### src/rtl/kv_cache_controller.sv
// rtl/kv_cache_controller.sv - key-value front-end with a direct-mapped write-through cache
// Optional hit/miss counters are enabled by defining KV_CACHE_STATS_EN.
module kv_cache_controller #(
    parameter int WIDTH       = 32,
    parameter int VALUE_SIZE  = 32,
    parameter int CACHE_LINES = 16,
    parameter int EXT_LATENCY = 1
) (
    input  logic                  clk,
    input  logic                  reset,
    input  logic                  req_valid,
    output logic                  req_ready,
    input  logic [1:0]            req_op,
    input  logic [WIDTH-1:0]      req_key,
    input  logic [VALUE_SIZE-1:0] req_value,
    output logic                  resp_valid,
    input  logic                  resp_ready,
    output logic [VALUE_SIZE-1:0] resp_value,
    output logic                  resp_hit,
    output logic                  resp_success,
    output logic [1:0]            ext_operation,
    output logic [WIDTH-1:0]      ext_key,
    output logic [VALUE_SIZE-1:0] ext_value_in,
    input  logic [VALUE_SIZE-1:0] ext_value_out,
    input  logic                  ext_hit,
    input  logic                  ext_success,
    output logic [31:0]           hit_count,
    output logic [31:0]           miss_count
);
    localparam int IDX_W = $clog2(CACHE_LINES);
    localparam logic [15:0] LAT_INIT = 16'(EXT_LATENCY);
    localparam logic [1:0] OP_LOOKUP = 2'b00;
    localparam logic [1:0] OP_INSERT = 2'b01;
    localparam logic [1:0] OP_DELETE = 2'b10;
    localparam logic [1:0] OP_NOP    = 2'b11;

    typedef enum logic [2:0] {S_IDLE, S_CHECK, S_EXT_ISSUE, S_EXT_WAIT, S_RESP} state_t;
    state_t state, next_state;

    logic [1:0]            op_q;
    logic [WIDTH-1:0]      key_q;
    logic [VALUE_SIZE-1:0] value_q;
    logic [15:0]           wait_cnt;
    logic [CACHE_LINES-1:0] line_valid;
    logic [WIDTH-1:0]      line_key   [CACHE_LINES];
    logic [VALUE_SIZE-1:0] line_value [CACHE_LINES];

    logic [IDX_W-1:0]      idx;
    logic                  tag_hit;
    logic                  wait_done;
    logic                  fill_en;
    logic [VALUE_SIZE-1:0] fill_value;

    assign idx        = key_q[IDX_W-1:0];
    assign tag_hit    = line_valid[idx] && (line_key[idx] == key_q);
    assign wait_done  = (wait_cnt == 16'd1);
    // Lookups that hit externally and successful inserts both (re)write the line.
    assign fill_en    = (state == S_EXT_WAIT) && wait_done &&
                        (((op_q == OP_LOOKUP) && ext_hit) || ((op_q == OP_INSERT) && ext_success));
    assign fill_value = (op_q == OP_LOOKUP) ? ext_value_out : value_q;
    assign ext_key      = key_q;
    assign ext_value_in = value_q;

    always_ff @(posedge clk or posedge reset) begin
        if (reset) state <= S_IDLE;
        else       state <= next_state;
    end

    always_comb begin
        next_state = state;
        case (state)
            S_IDLE:      if (req_valid) next_state = S_CHECK;
            S_CHECK:     if ((op_q == OP_NOP) || ((op_q == OP_LOOKUP) && tag_hit))
                             next_state = S_RESP;
                         else
                             next_state = S_EXT_ISSUE;
            S_EXT_ISSUE: next_state = S_EXT_WAIT;
            S_EXT_WAIT:  if (wait_done) next_state = S_RESP;
            S_RESP:      if (resp_ready) next_state = S_IDLE;
            default:     next_state = S_IDLE;
        endcase
    end

    always_comb begin
        req_ready     = (state == S_IDLE) && !reset;
        resp_valid    = (state == S_RESP);
        ext_operation = (state == S_EXT_ISSUE) ? op_q : OP_NOP;
    end

    always_ff @(posedge clk or posedge reset) begin
        if (reset) begin
            op_q         <= OP_NOP;
            key_q        <= '0;
            value_q      <= '0;
            wait_cnt     <= '0;
            line_valid   <= '0;
            resp_value   <= '0;
            resp_hit     <= 1'b0;
            resp_success <= 1'b0;
        end else begin
            if ((state == S_IDLE) && req_valid) begin
                op_q    <= req_op;
                key_q   <= req_key;
                value_q <= req_value;
            end
            if (state == S_CHECK) begin
                if ((op_q == OP_DELETE) && tag_hit) line_valid[idx] <= 1'b0;
                resp_hit     <= (op_q == OP_LOOKUP);
                resp_value   <= (op_q == OP_LOOKUP) ? line_value[idx] : '0;
                resp_success <= 1'b0;
            end
            if (state == S_EXT_ISSUE) wait_cnt <= LAT_INIT;
            if (state == S_EXT_WAIT) begin
                wait_cnt <= wait_cnt - 16'd1;
                if (wait_done) begin
                    resp_hit     <= (op_q == OP_LOOKUP) && ext_hit;
                    resp_value   <= ((op_q == OP_LOOKUP) && ext_hit) ? ext_value_out : '0;
                    resp_success <= (op_q != OP_LOOKUP) && ext_success;
                end
            end
            if (fill_en) line_valid[idx] <= 1'b1;
        end
    end

    always_ff @(posedge clk) begin
        if (fill_en) begin
            line_key[idx]   <= key_q;
            line_value[idx] <= fill_value;
        end
    end

`ifdef KV_CACHE_STATS_EN
    logic [31:0] hit_q, miss_q;

    always_ff @(posedge clk or posedge reset) begin
        if (reset) begin
            hit_q  <= '0;
            miss_q <= '0;
        end else if ((state == S_CHECK) && (op_q == OP_LOOKUP)) begin
            if (tag_hit && (hit_q != 32'hFFFF_FFFF))   hit_q  <= hit_q + 32'd1;
            if (!tag_hit && (miss_q != 32'hFFFF_FFFF)) miss_q <= miss_q + 32'd1;
        end
    end

    assign hit_count  = hit_q;
    assign miss_count = miss_q;
`else
    assign hit_count  = 32'd0;
    assign miss_count = 32'd0;
`endif

endmodule

### config.mk
export PLATFORM = sky130hd
export DESIGN_NAME = kv_cache_controller
export DESIGN_NICKNAME = d
export VERILOG_FILES = /design/src/rtl/kv_cache_controller.sv
export SDC_FILE = /design/constraint.sdc
export NUM_CORES = 1
export LEC_CHECK = 0
export CORE_UTILIZATION = 35
export DETAILED_ROUTE_END_ITERATION = 7
export GPL_TIMING_DRIVEN = 0
export PLACE_DENSITY_LB_ADDON = 0.25
export SYNTH_ARGS = -nofsm -noshare
export SYNTH_HDL_FRONTEND = slang
export SYNTH_SLANG_ARGS = --single-unit
### constraint.sdc
create_clock -name clk -period 15.8 [get_ports clk]
set_input_delay 1.58 -clock clk [delete_from_list [all_inputs] [get_ports clk]]
set_output_delay 1.58 -clock clk [all_outputs]
set_load 0.01 [all_outputs]
## Word-level counts from Yosys, hierarchy flattened

Memories as Yosys holds them, arrays and structs flattened.
Cells that the tools add are included.

- $add $sub $neg: 1
- $lt $le $gt $ge: 2
- Eq/ne operators: 12
- Muxes and demuxes: 29
- Bitwise logic cells: 3
- Reductions and logical operators: 19

Operators with widths:

| cell | count |
|---|---|
| 2-to-1 mux 32 bit | 6 |
| 2-to-1 mux 16 bit | 5 |
| equality test 32 bit | 1 |
| bitwise AND 16 bit | 1 |
| equality test 16 x 1 -> 1 bit (second input constant) | 1 |
| NOT 16 bit | 1 |
| bitwise OR 16 bit | 1 |
| subtractor 16 x 1 -> 16 bit (second input constant) | 1 |
| case mux 3 bit (5 select lines) | 1 |
| 2-to-1 mux 3 bit | 4 |
| logical AND 1 bit | 11 |
| 2-to-1 mux 1 bit | 10 |
| equality test 3 x 2 -> 1 bit (second input constant) | 2 |
| < comparator 4 x 5 -> 1 bit (second input constant) | 1 |
| binary-select mux 1 bit (select 4 bit) | 1 |
| demux 1 bit (select 4 bit) | 1 |
| equality test 2 bit (second input constant) | 2 |
| greater-or-equal comparator 4 x 1 -> 1 bit (second input constant) | 1 |
| inequality test 2 bit (second input constant) | 2 |
| nonzero test 2 bit | 2 |
| equality test 3 x 1 -> 1 bit (second input constant) | 1 |
| equality test 3 bit (second input constant) | 1 |
| logical NOT 3 bit | 1 |
| AND reduction 3 bit | 1 |
| 6 further kinds | 7 |

- Register bits after elaboration: 135
- Memory bits (writable): 1024
- Bits of input ports: 104
- Output and inout bits: 166
- Logic and storage cells: 77
- Memories: 2

Memories:

| memory | words | width | rd ports | clocked after memory_dff | write ports | line | RTL |
|---|---|---|---|---|---|---|---|
| line_key | 16 | 32 | 1 | 0 | 1 | 45 | `logic [WIDTH-1:0] line_key [CACHE_LINES];` |
| line_value | 16 | 32 | 1 | 0 | 1 | 46 | `logic [VALUE_SIZE-1:0] line_value [CACHE_LINES];` |

## Depth between registers and ports, before layout

Gate-level depths: netlist of run 1.

- Depth after elaboration: 10
- Mapped depth: 15
- Mapped depth without buffers: 9

## Least setup slack after synthesis of run 1

OpenSTA, ideal clock, no wires.

- Path type: input port to flip-flop
- Start: in ext_success
- End: mem line_key[11][0], enable pin
- Library setup time: 0.487 ns
- Arrival time: 4.945 ns
- Data required time: 15.313 ns
- Slack: 10.368 ns
- Stages on the path: 4
- Path buffers: 0
- Cells stage by stage: mux2i_1 > nor4_1 > nand3_1 > nor2_1

- Word-level cells in the longest chain between the ends: 5

RTL lines:

| item | line | RTL |
|---|---|---|
| from (decl) | 26 | `input logic ext_success,` |
| logical AND 1 bit | 59 | `(((op_q == OP_LOOKUP) && ext_hit) \|\| ((op_q == OP_INSERT) && ext_success));` |
| logical OR 1 bit | 59 |  |
| logical AND 1 bit | 58 | `assign fill_en = (state == S_EXT_WAIT) && wait_done &&` |
| 2-to-1 mux 1 bit | 126 | `if (fill_en) begin` |
| 2-to-1 mux 1 bit (not written as such) | 127 | `line_key[idx] <= key_q;` |
| to (decl) | 45 |  |

Every way passes these cells.

## Worst setup path after layout of run 1

- Start: reg key_q[2] (netlist: ext_key[2])
- End: reg state[2]

- Word-level cells in the longest chain between the ends: 7
- Elaborated cells between the ends (all ways): 9
- Those cells by class: eq/ne: 1; mux: 4; reduce/logical: 3; memory: 1

RTL lines:

| item | line | RTL |
|---|---|---|
| from (decl) | 41 | `logic [WIDTH-1:0] key_q;` |
| from (signal assigned) | 103 | `key_q <= req_key;` |
| memory (16 x 32 bit) / binary-select mux 1 bit (select 4 bit) (equally long branches) | -- |  |
| equality test 32 bit / 2-to-1 mux 1 bit (equally long branches) | 55 | `assign tag_hit = line_valid[idx] && (line_key[idx] == key_q);` |
| logical AND 1 bit * | 55 |  |
| logical AND 1 bit * | 73 | `S_CHECK: if ((op_q == OP_NOP) \|\| ((op_q == OP_LOOKUP) && tag_hit))` |
| logical OR 1 bit * | 73 |  |
| 2-to-1 mux 3 bit * | 73 |  |
| case mux 3 bit (5 select lines) * | 71 | `case (state)` |
| to (signal assigned) | 66 | `else state <= next_state;` |
| to (decl) | 38 | `state_t state, next_state;` |

Mark *: on every way between the ends. The rest lies on a longest branch, timed or not. The select of a mux whose other input is x is not followed.
A chain may end at the register's enable or synchronous reset.

==> flow_summary.toml, run 1 <==
[sta]
fin_crit_sh_pct = 38.9
max_freq_mhz = 163
hold_viol = 0
fin_ws_ns = 9.65
rsz0062_at_grt = "no"
relSlewSlack_pct = 17.1
fin_skew_ns = 0.0340
setup-tns-final_ns = 0
maxSlewViolCount = 0
worst_pin_slew_ns = 1.24
min_period_ns = 6.15
setup_viol = 0

[logic_synthesis]
synth_compound_area_share_pct = 3.43
synth_edf_count = 1024
synthTopCellsByArea = "edfxtp_1 66%, mux4_2 12%, dfrtp_1 7.2%"
synth_adder_area_share_pct = 0.0539
avgSynthCellArea_sq_um = 19.4
synth_warnings = 0
ys_ff_latch = 1159
ys.flop_type = "edfxtp_1"
synth_top_family_by_area = "multiplexers"
synth-async-reset-ratio_pct = 11.6
muxShareOfSynthArea_pct = 16.5
yosys.cell_count.top_type = "edfxtp_1"
synth-simple-area-share_pct = 2.95
yosys.area.top_type = "edfxtp_1"
synth_common_cells = "1024 x edfxtp_1, 242 x mux4_2, 140 x nand2_1, 133 x dfrtp_1, 117 x mux2_2"
syn_inst = 2388
yosysSeqAreaShare_pct = 73.6
syn-cell-area_sq_mm = 0.0464
synthXorXnorAreaFrac_pct = 0.604
netlist-cell-type-count = 73
netlist.area_leader.share_pct = 66.3

[global_route]
grt_max_degree = 104
use_met2_pct = 31.8
antenna_found_initial = 2
grt_usage_pct = 19.2
globalRouteMet3Util_pct = 3.74
grt-busiest-layer = "met2"
grt_pass1_wl_mm = 185
grt_remaining_overflow = 0
grt_use_met1_pct = 26.0
grt_pass1_vias = 25500

[power]
leakage_nw = 18.7
power.density_mw_per_mm2 = 187
ir_drop_mv = 0.155

[cts]
post_cts_resize_count = 0
cts_setup_buffers = 0
cts_buffer_depth = 3
clock_sinks = 1159
clkTransAtPathRegs_ns = 0.06
cts_buffers = 120
htree_levels = 3
cts_hold_buffers = 0
insertion_delay_ns = 0.74
cts_tree = "built"
cts_root_buf = "clkbuf_16"

[route]
routed_wl_mm = 129
viasPerCell = 5.25
first_iter_violations = 2323
vias = 24600
dr.pass1.iters = 5
post-route-drc-count = 0
antenna_left = 0
wl_per_cell_um = 27.5

[worst_setup_path]
worst_ep_arrival_time_ns = 6.81
path_common_cell = "clkbuf_1"
start_kind = "flop"
worst_path_largest_cell_delay_ns = 1.01
end_kind = "flop"
required_ns = 16.46
cp_top_family = "buffers and inverters"
cp_max_fo = 18
cp_num_buf_inv = 4
path_cells = "clkbuf_1 > buf_2 > buf_1 > clkbuf_1 > o21ai_0 > a211oi_1 > nand4_1 > o21ai_1 > o211ai_4 > o41ai_1 > and3_1"
critPathKind = "reg -> reg"
slowest_stage = "o41ai_1"

[outcome]
status = "finished, final reports clean"

[layout]
diodes = 0
area_delta_synth_final_pct = 21.3
layout.nets = 2940
fin_cells = 4696
multi_input_area_sq_mm = 0.0113
fillers = 11500
regArea_sq_mm = 0.0341
drive_gt1_share_pct = 25.7

[floorplan]
initial_core_util_pct = 35.3
core-area_sq_mm = 0.131
num_rows = 133
die_width_um = 366
fp.dieH_um = 366
dieArea_sq_mm = 0.134
io_pins = 270

[placement]
hpwl_mm = 83.8
pre_cts_ws_ns = 9.55
place_inst = 4467
portBuffers = 205
gp_congestion = 0.792

[hold_path]
hold_class = "reg -> reg"

[flow_run]
max_cap_viol_count = 0
## logic make-up after synthesis
group                      after synthesis
DFF                                   1159
muxes                                  448
and+or+nand+nor                        278
AOI/OAI and AO/OA                      238
buffers and inverters                  230
xor gates and xnor gates                32
adders and majority gates                2
other                                    1
## cells in the final DEF, fill, tap and decap left out, types with 18 or more instances in the layout
cell type        netlist  layout
buf_4                 71      72
mux2_2               117     117
clkdlybuf4s50_1        0     205
buf_16                 0      20
xnor2_1               25      25
conb_1                 1      64
nand3_1               22      22
a21oi_1               27      27
buf_2                 25      26
nand2_1              140     140
mux2i_1               88      88
edfxtp_1            1024    1024
clkinv_1               0      20
mux4_2               242     242
clkbuf_1              56      79
o21ai_0               88      88
buf_12                 3      38
clkbuf_16              0     121
dfrtp_1              133     133
inv_1                 41      40
nor2_1                39      23
clkinv_2               0      23
a31oi_1               18      18
## worst register-to-register path, delay by kind of cell, from the launching register on
| kind | cells | cell delay (ns) |
|---|---|---|
| buffers and inverters | 4 | 2.52 |
| flip-flops | 1 | 0.85 |
| AO/OA/AOI/OAI | 5 | 2.33 |
| AND/OR/NAND/NOR | 2 | 0.42 |
## registers in the layout, indices dropped and copies added, names as in the netlist
name,count
line_key,512
line_value,512
ext_key,32
ext_value_in,32
resp_value,32
line_valid,16
wait_cnt,16
state,3
op_q,2
resp_hit,1
resp_success,1
## stage by stage
step	util (%)	power (mW)	instance area, sq um	hold slack [ns]
global route	42.8	11.0	56300	0.513
floorplan	-	6.34	46600	0.449
global placement	38.7	7.66	50900	0.463
finish	42.8	10.5	56300	0.498
detailed placement	39.8	7.77	52300	0.483
CTS	42.8	10.6	56300	0.491
## report_power, final
part | switching [mW] | total (mW) | internal, mW
registers | 0.351 | 4.31 | 3.96
clock network | 1.21 | 2.86 | 1.65
logic | 1.91 | 3.35 | 1.44
total | 3.47 | 10.5 | 7.05
## worst paths after layout
check / startpoint / to / slack, ns / cells past startpoint
setup reg to reg: ext_key[2] / state[2] / 9.65 / 11
max in group asynchronous: reset / ext_key[10] / 13.59 / 3
min in group asynchronous: reset / ext_value_in[11] / 1.27 / 2
hold reg to reg: wait_cnt[14] / wait_cnt[14] / 0.50 / 1
hold / removal: wait_cnt[14] / wait_cnt[14] / 0.50 / 1
setup / recovery: ext_key[2] / state[2] / 9.65 / 11
## layer usage
layer	vias to the layer above	wire length (um)	share of wire (%)
met5	-	0	0
met4	0	2850	2.2
met3	184	9230	7.1
met2	973	62900	49
met1	13100	54100	42
li1	10400	-	-
## cell type report
cell class                      instances  area share [%]
Timing Repair Buffer                  261            5.88
Tap cell                             1755            3.90
Sequential cell                      1159            60.7
Clock inverter                         78            1.41
Buffer                                189            2.11
Multi-Input combinational cell       1062            20.1
Inverter                               41           0.287
Clock buffer                          151            5.67
Power figures use the tool's default switching activity.
==> run 2, diff against run 1 <==
==> constraint.sdc (replaced) <==
create_clock -name clk -period 5.87 [get_ports clk]
set_input_delay 0.587 -clock clk [delete_from_list [all_inputs] [get_ports clk]]
set_output_delay 0.587 -clock clk [all_outputs]
set_load 0.01 [all_outputs]
==> flow_summary.toml, run 2 (synthesized netlist as in run 1, its figures left out) <==
[sta]
setup_viol = 0
fin_ws_ns = 0.244
max_freq_mhz = 178
fin_skew_ns = 0.0316
whs_ns = 0.280
fin_crit_sh_pct = 95.8
maxSlewViolCount = 0
hold_viol = 0
worst_pin_slew_ns = 1.21
min_period_ns = 5.63
rsz0062_at_grt = "no"
relSlewSlack_pct = 19.0

[layout]
multi_input_area_sq_mm = 0.0113
final_cell_mix = "1024 x edfxtp_1, 242 x mux4_2, 205 x clkdlybuf4s50_1"
drive_gt1_share_pct = 25.7
regArea_sq_mm = 0.0341
area_delta_synth_final_pct = 21.3
top_regs = "line_key (512), line_value (512)"
layout.nets = 2940
layout_commonest_cell = "edfxtp_1"
fin_cells = 4698
fillers = 11500

[placement]
hpwl_mm = 83.8
place_inst = 4467
gp_congestion = 0.792
portBuffers = 205
pre_cts_ws_ns = -0.382

[worst_setup_path]
crit_start = "ext_key[2]"
rrSetupSlack_ns = 0.24
end_kind = "flop"
start_kind = "flop"
cp_max_fo = 18
required_ns = 6.44
critPathKind = "reg -> reg"
rr_startpoint = "ext_key[2]"
worst_ep_arrival_time_ns = 6.20

[route]
antenna_left = 0
viasPerCell = 5.24
wl_met2_mm = 63.1
wl_met3_mm = 8.71
first_iter_violations = 2381
wl_per_cell_um = 27.5
vias = 24600
routed_wl_mm = 129
routed.top_layer = "met4"
wl_met1_mm = 54.6
dr.pass1.iters = 5
post-route-drc-count = 0

[global_route]
grt_pass1_vias = 25500
grt_usage_pct = 19.2
grt_remaining_overflow = 0
grt_max_degree = 104
antenna_found_initial = 2
grt_pass1_wl_mm = 185

[power]
ir_drop_mv = 0.422
power.density_mw_per_mm2 = 503
leakage_nw = 18.7

[floorplan]
io_pins = 270
fp.dieH_um = 366
die_width_um = 366
core-area_sq_mm = 0.131
num_rows = 133
initial_core_util_pct = 35.3
dieArea_sq_mm = 0.134

[flow_run]
max_cap_viol_count = 0

[cts]
insertion_delay_ns = 0.73
clkTransAtPathRegs_ns = 0.06
clock_sinks = 1159
cts_setup_buffers = 0
cts_hold_buffers = 0
cts_buffers = 120
cts_tree = "built"
cts_buffer_depth = 3
cts_root_buf = "clkbuf_16"
htree_levels = 3

[hold_path]
hold_class = "in -> async"

[outcome]
status = "finished, final reports clean"
run 2: changes by cell type in the layout (fill, tap and decap cells not counted), sizes merged:
cell and delta:
diode +2, clkdlybuf4s15 +1, buf -1
run 2: per-layer routing:
layer,up-vias,global-route usage (%)
met2,966,31.8
met4,0,4.30
met3,179,3.74
li1,10400,-
met5,-,0
met1,13100,26.0
run 2: power by group:
group | switching [mW] | total, mW | leakage, nW | internal, mW
registers | 0.945 | 11.6 | 10.9 | 10.7
logic | 5.13 | 9.02 | 5.85 | 3.88
clock network | 3.27 | 7.70 | 1.94 | 4.43
total | 9.35 | 28.3 | 18.7 | 19.0
run 2: cell type report:
type / instances / area share (%)
tap: 1755 / 3.90
multi-input combinational: 1062 / 20.1
timing repair buffer: 261 / 5.88
clock inverter: 78 / 1.41
sequential: 1159 / 60.6
inverter: 41 / 0.287
antenna: 2 / 0.00889
clock buffer: 151 / 5.67
buffer: 189 / 2.12
run 2: timing repair:
item / CTS / global route
pin swaps: 0 / 0
endpoints found under the setup margin: 2 / 2
resized for setup: 1 / 2
run 2: final timing paths:
path | end | cells past startpoint
setup / recovery | state[1] | 11
hold / removal | ext_value_in[11] | 2
setup reg to reg | state[1] | 11
hold reg to reg | wait_cnt[14] | 1
max in group asynchronous | ext_key[10] | 3
min in group clk | ext_key[15] | 3
run 2: worst max-delay path: stages, from the launching register on:
cell and delay, ns:
dfrtp_1 0.85, clkbuf_1 0.49, buf_2 0.43, clkdlybuf4s15_1 0.78
clkbuf_2 0.55, o21ai_0 0.24, a211oi_1 0.33, nand4_1 0.13
o21ai_1 0.33, o211ai_4 0.30, nor4_1 0.82, o21ai_0 0.21
run 2: stage by stage:
stage / TNS (ns) / utilization [%] / power, mW / area, sq um
after floorplan: 0 / - / 17.1 / 46600
final: 0 / 42.8 / 28.3 / 56300
after global routing: 0 / 42.8 / 29.5 / 56300
after CTS: 0 / 42.8 / 28.6 / 56300
after global placement: -4935.27 / 38.7 / 20.6 / 50900
after detailed placement: -0.688 / 39.8 / 20.9 / 52300
==> run 3, diff against run 2 <==
--- a/config.mk
+++ b/config.mk
@@ -9,6 +9,7 @@
 export DETAILED_ROUTE_END_ITERATION = 7
 export GPL_TIMING_DRIVEN = 0
 export PLACE_DENSITY_LB_ADDON = 0.25
+export SKIP_CTS_REPAIR_TIMING = 1
 export SYNTH_ARGS = -nofsm -noshare
 export SYNTH_HDL_FRONTEND = slang
 export SYNTH_SLANG_ARGS = --single-unit
==> flow_summary.toml, run 3 (synthesized netlist as in run 1, its figures left out) <==
[power]
ir_drop_mv = 0.421
power_mw = 28.3
internal_power_mw = 19.0
power.density_mw_per_mm2 = 503
switching_share_pct = 33.0
p_sw_mw = 9.34
leakage_nw = 18.7
p_comb_share_pct = 31.8
p_clk_share_pct = 27.2
seq_power_share_pct = 41.0

[cts]
insertion_delay_ns = 0.73
clkTransAtPathRegs_ns = 0.06
cts_root_buf = "clkbuf_16"
clock_sinks = 1159
cts_buffer_depth = 3
cts_tree = "built"
cts_buffers = 120
htree_levels = 3

[route]
routed_wl_mm = 129
viasPerCell = 5.26
antenna_left = 0
first_iter_violations = 2353
vias = 24700
wl_per_cell_um = 27.5
dr.pass1.iters = 5
post-route-drc-count = 0

[floorplan]
dieArea_sq_mm = 0.134
core-area_sq_mm = 0.131
io_pins = 270
num_rows = 133
die_width_um = 366
fp.dieH_um = 366
initial_core_util_pct = 35.3

[sta]
setup-tns-final_ns = 0
min_period_ns = 5.62
maxSlewViolCount = 0
fin_skew_ns = 0.0320
worst_pin_slew_ns = 1.23
max_freq_mhz = 178
fin_ws_ns = 0.254
setup_viol = 0
rsz0062_at_grt = "no"
hold_viol = 0
fin_crit_sh_pct = 95.7
whs_ns = 0.280
relSlewSlack_pct = 17.8

[worst_setup_path]
path_cells = "clkbuf_1 > buf_2 > clkdlybuf4s15_1 > clkbuf_2 > o21ai_0 > a211oi_1 > nand4_1 > o21ai_1 > o211ai_4 > nor4_1 > o21ai_0"
worst_ep_arrival_time_ns = 6.19
critPathKind = "reg -> reg"
path_common_cell = "o21ai_0"
start_kind = "flop"
worst_path_largest_cell_delay_ns = 0.87
cp_max_fo = 18
end_kind = "flop"
required_ns = 6.44
slowest_stage = "dfrtp_1"

[layout]
final_cell_mix = "1024 x edfxtp_1, 242 x mux4_2, 205 x clkdlybuf4s50_1"
drive_gt1_share_pct = 25.7
top_regs = "line_key (512), line_value (512)"
layout_commonest_cell = "edfxtp_1"
layout.nets = 2940
fin_util_pct = 42.8
fin_cells = 4697
postLayoutCellArea_sq_mm = 0.0563
fillers = 11500
area_delta_synth_final_pct = 21.3

[global_route]
grt_pass1_vias = 25500
antenna_found_initial = 2
grt_remaining_overflow = 0
grt_max_degree = 104
grt_pass1_wl_mm = 185
grt_usage_pct = 19.2

[placement]
hpwl_mm = 83.8
dpl_cell_area_sq_mm = 0.0523
gp_congestion = 0.792
place_inst = 4467
pre_cts_ws_ns = -0.382
portBuffers = 205

[flow_run]
max_cap_viol_count = 0

[outcome]
status = "finished, final reports clean"

[hold_path]
hold_class = "in -> async"
==> run 3: cell count changes in the layout (fill, tap and decap cells not counted) <==
| cell | previous run | this run |
|---|---|---|
| diode_2 | 2 | 1 |
==> run 3: layout make-up <==
cell class	instances	area [sq um]	share of cell area (%)
diodes	1	2.50	0.00445
clock buffers	151	3190	5.67
multi-input cells	1062	11300	20.1
clock inverters	78	792	1.41
plain buffers	189	1190	2.12
flip-flops and latches	1159	34100	60.6
well taps	1755	2200	3.90
repair buffers	261	3310	5.88
inverters	41	161	0.287
==> run 3: per-layer routing <==
| layer | track usage, % | vias up | part of all wire (%) |
|---|---|---|---|
| met4 | 4.30 | 0 | 2.1 |
| met2 | 31.8 | 980 | 49 |
| li1 | - | 10400 | - |
| met1 | 26.0 | 13100 | 42 |
| met3 | 3.74 | 174 | 6.8 |
| met5 | 0 | - | 0 |
==> run 3: critical path, delay by kind of cell, from the launching register on <==
family	cells	cell delay, ns
AOI/OAI and AO/OA	5	1.40
and+or+nand+nor	2	0.94
buffers and inverters	4	2.22
DFF	1	0.87
==> run 3: final timing paths <==
check | start | slack, ns | cells after the start | endpoint
max | ext_key[2] | 0.25 | 11 | state[1]
min | reset | 0.28 | 2 | ext_value_in[11]
max reg2reg | ext_key[2] | 0.25 | 11 | state[1]
min reg2reg | wait_cnt[13] | 0.50 | 1 | wait_cnt[13]
max in group asynchronous | reset | 4.64 | 3 | ext_key[10]
min in group clk | req_key[15] | 0.44 | 3 | ext_key[15]
==> run 3: power by group through the flow <==
stage / Clock (mW) / Sequential [mW] / Combinational, mW
after floorplan: 0 / 11.5 / 5.55
after CTS: 7.86 / 11.6 / 9.15
final: 7.70 / 11.6 / 9.01
after detailed placement: 0 / 11.8 / 9.12
after global routing: 8.16 / 11.7 / 9.64
after global placement: 0 / 11.7 / 8.92
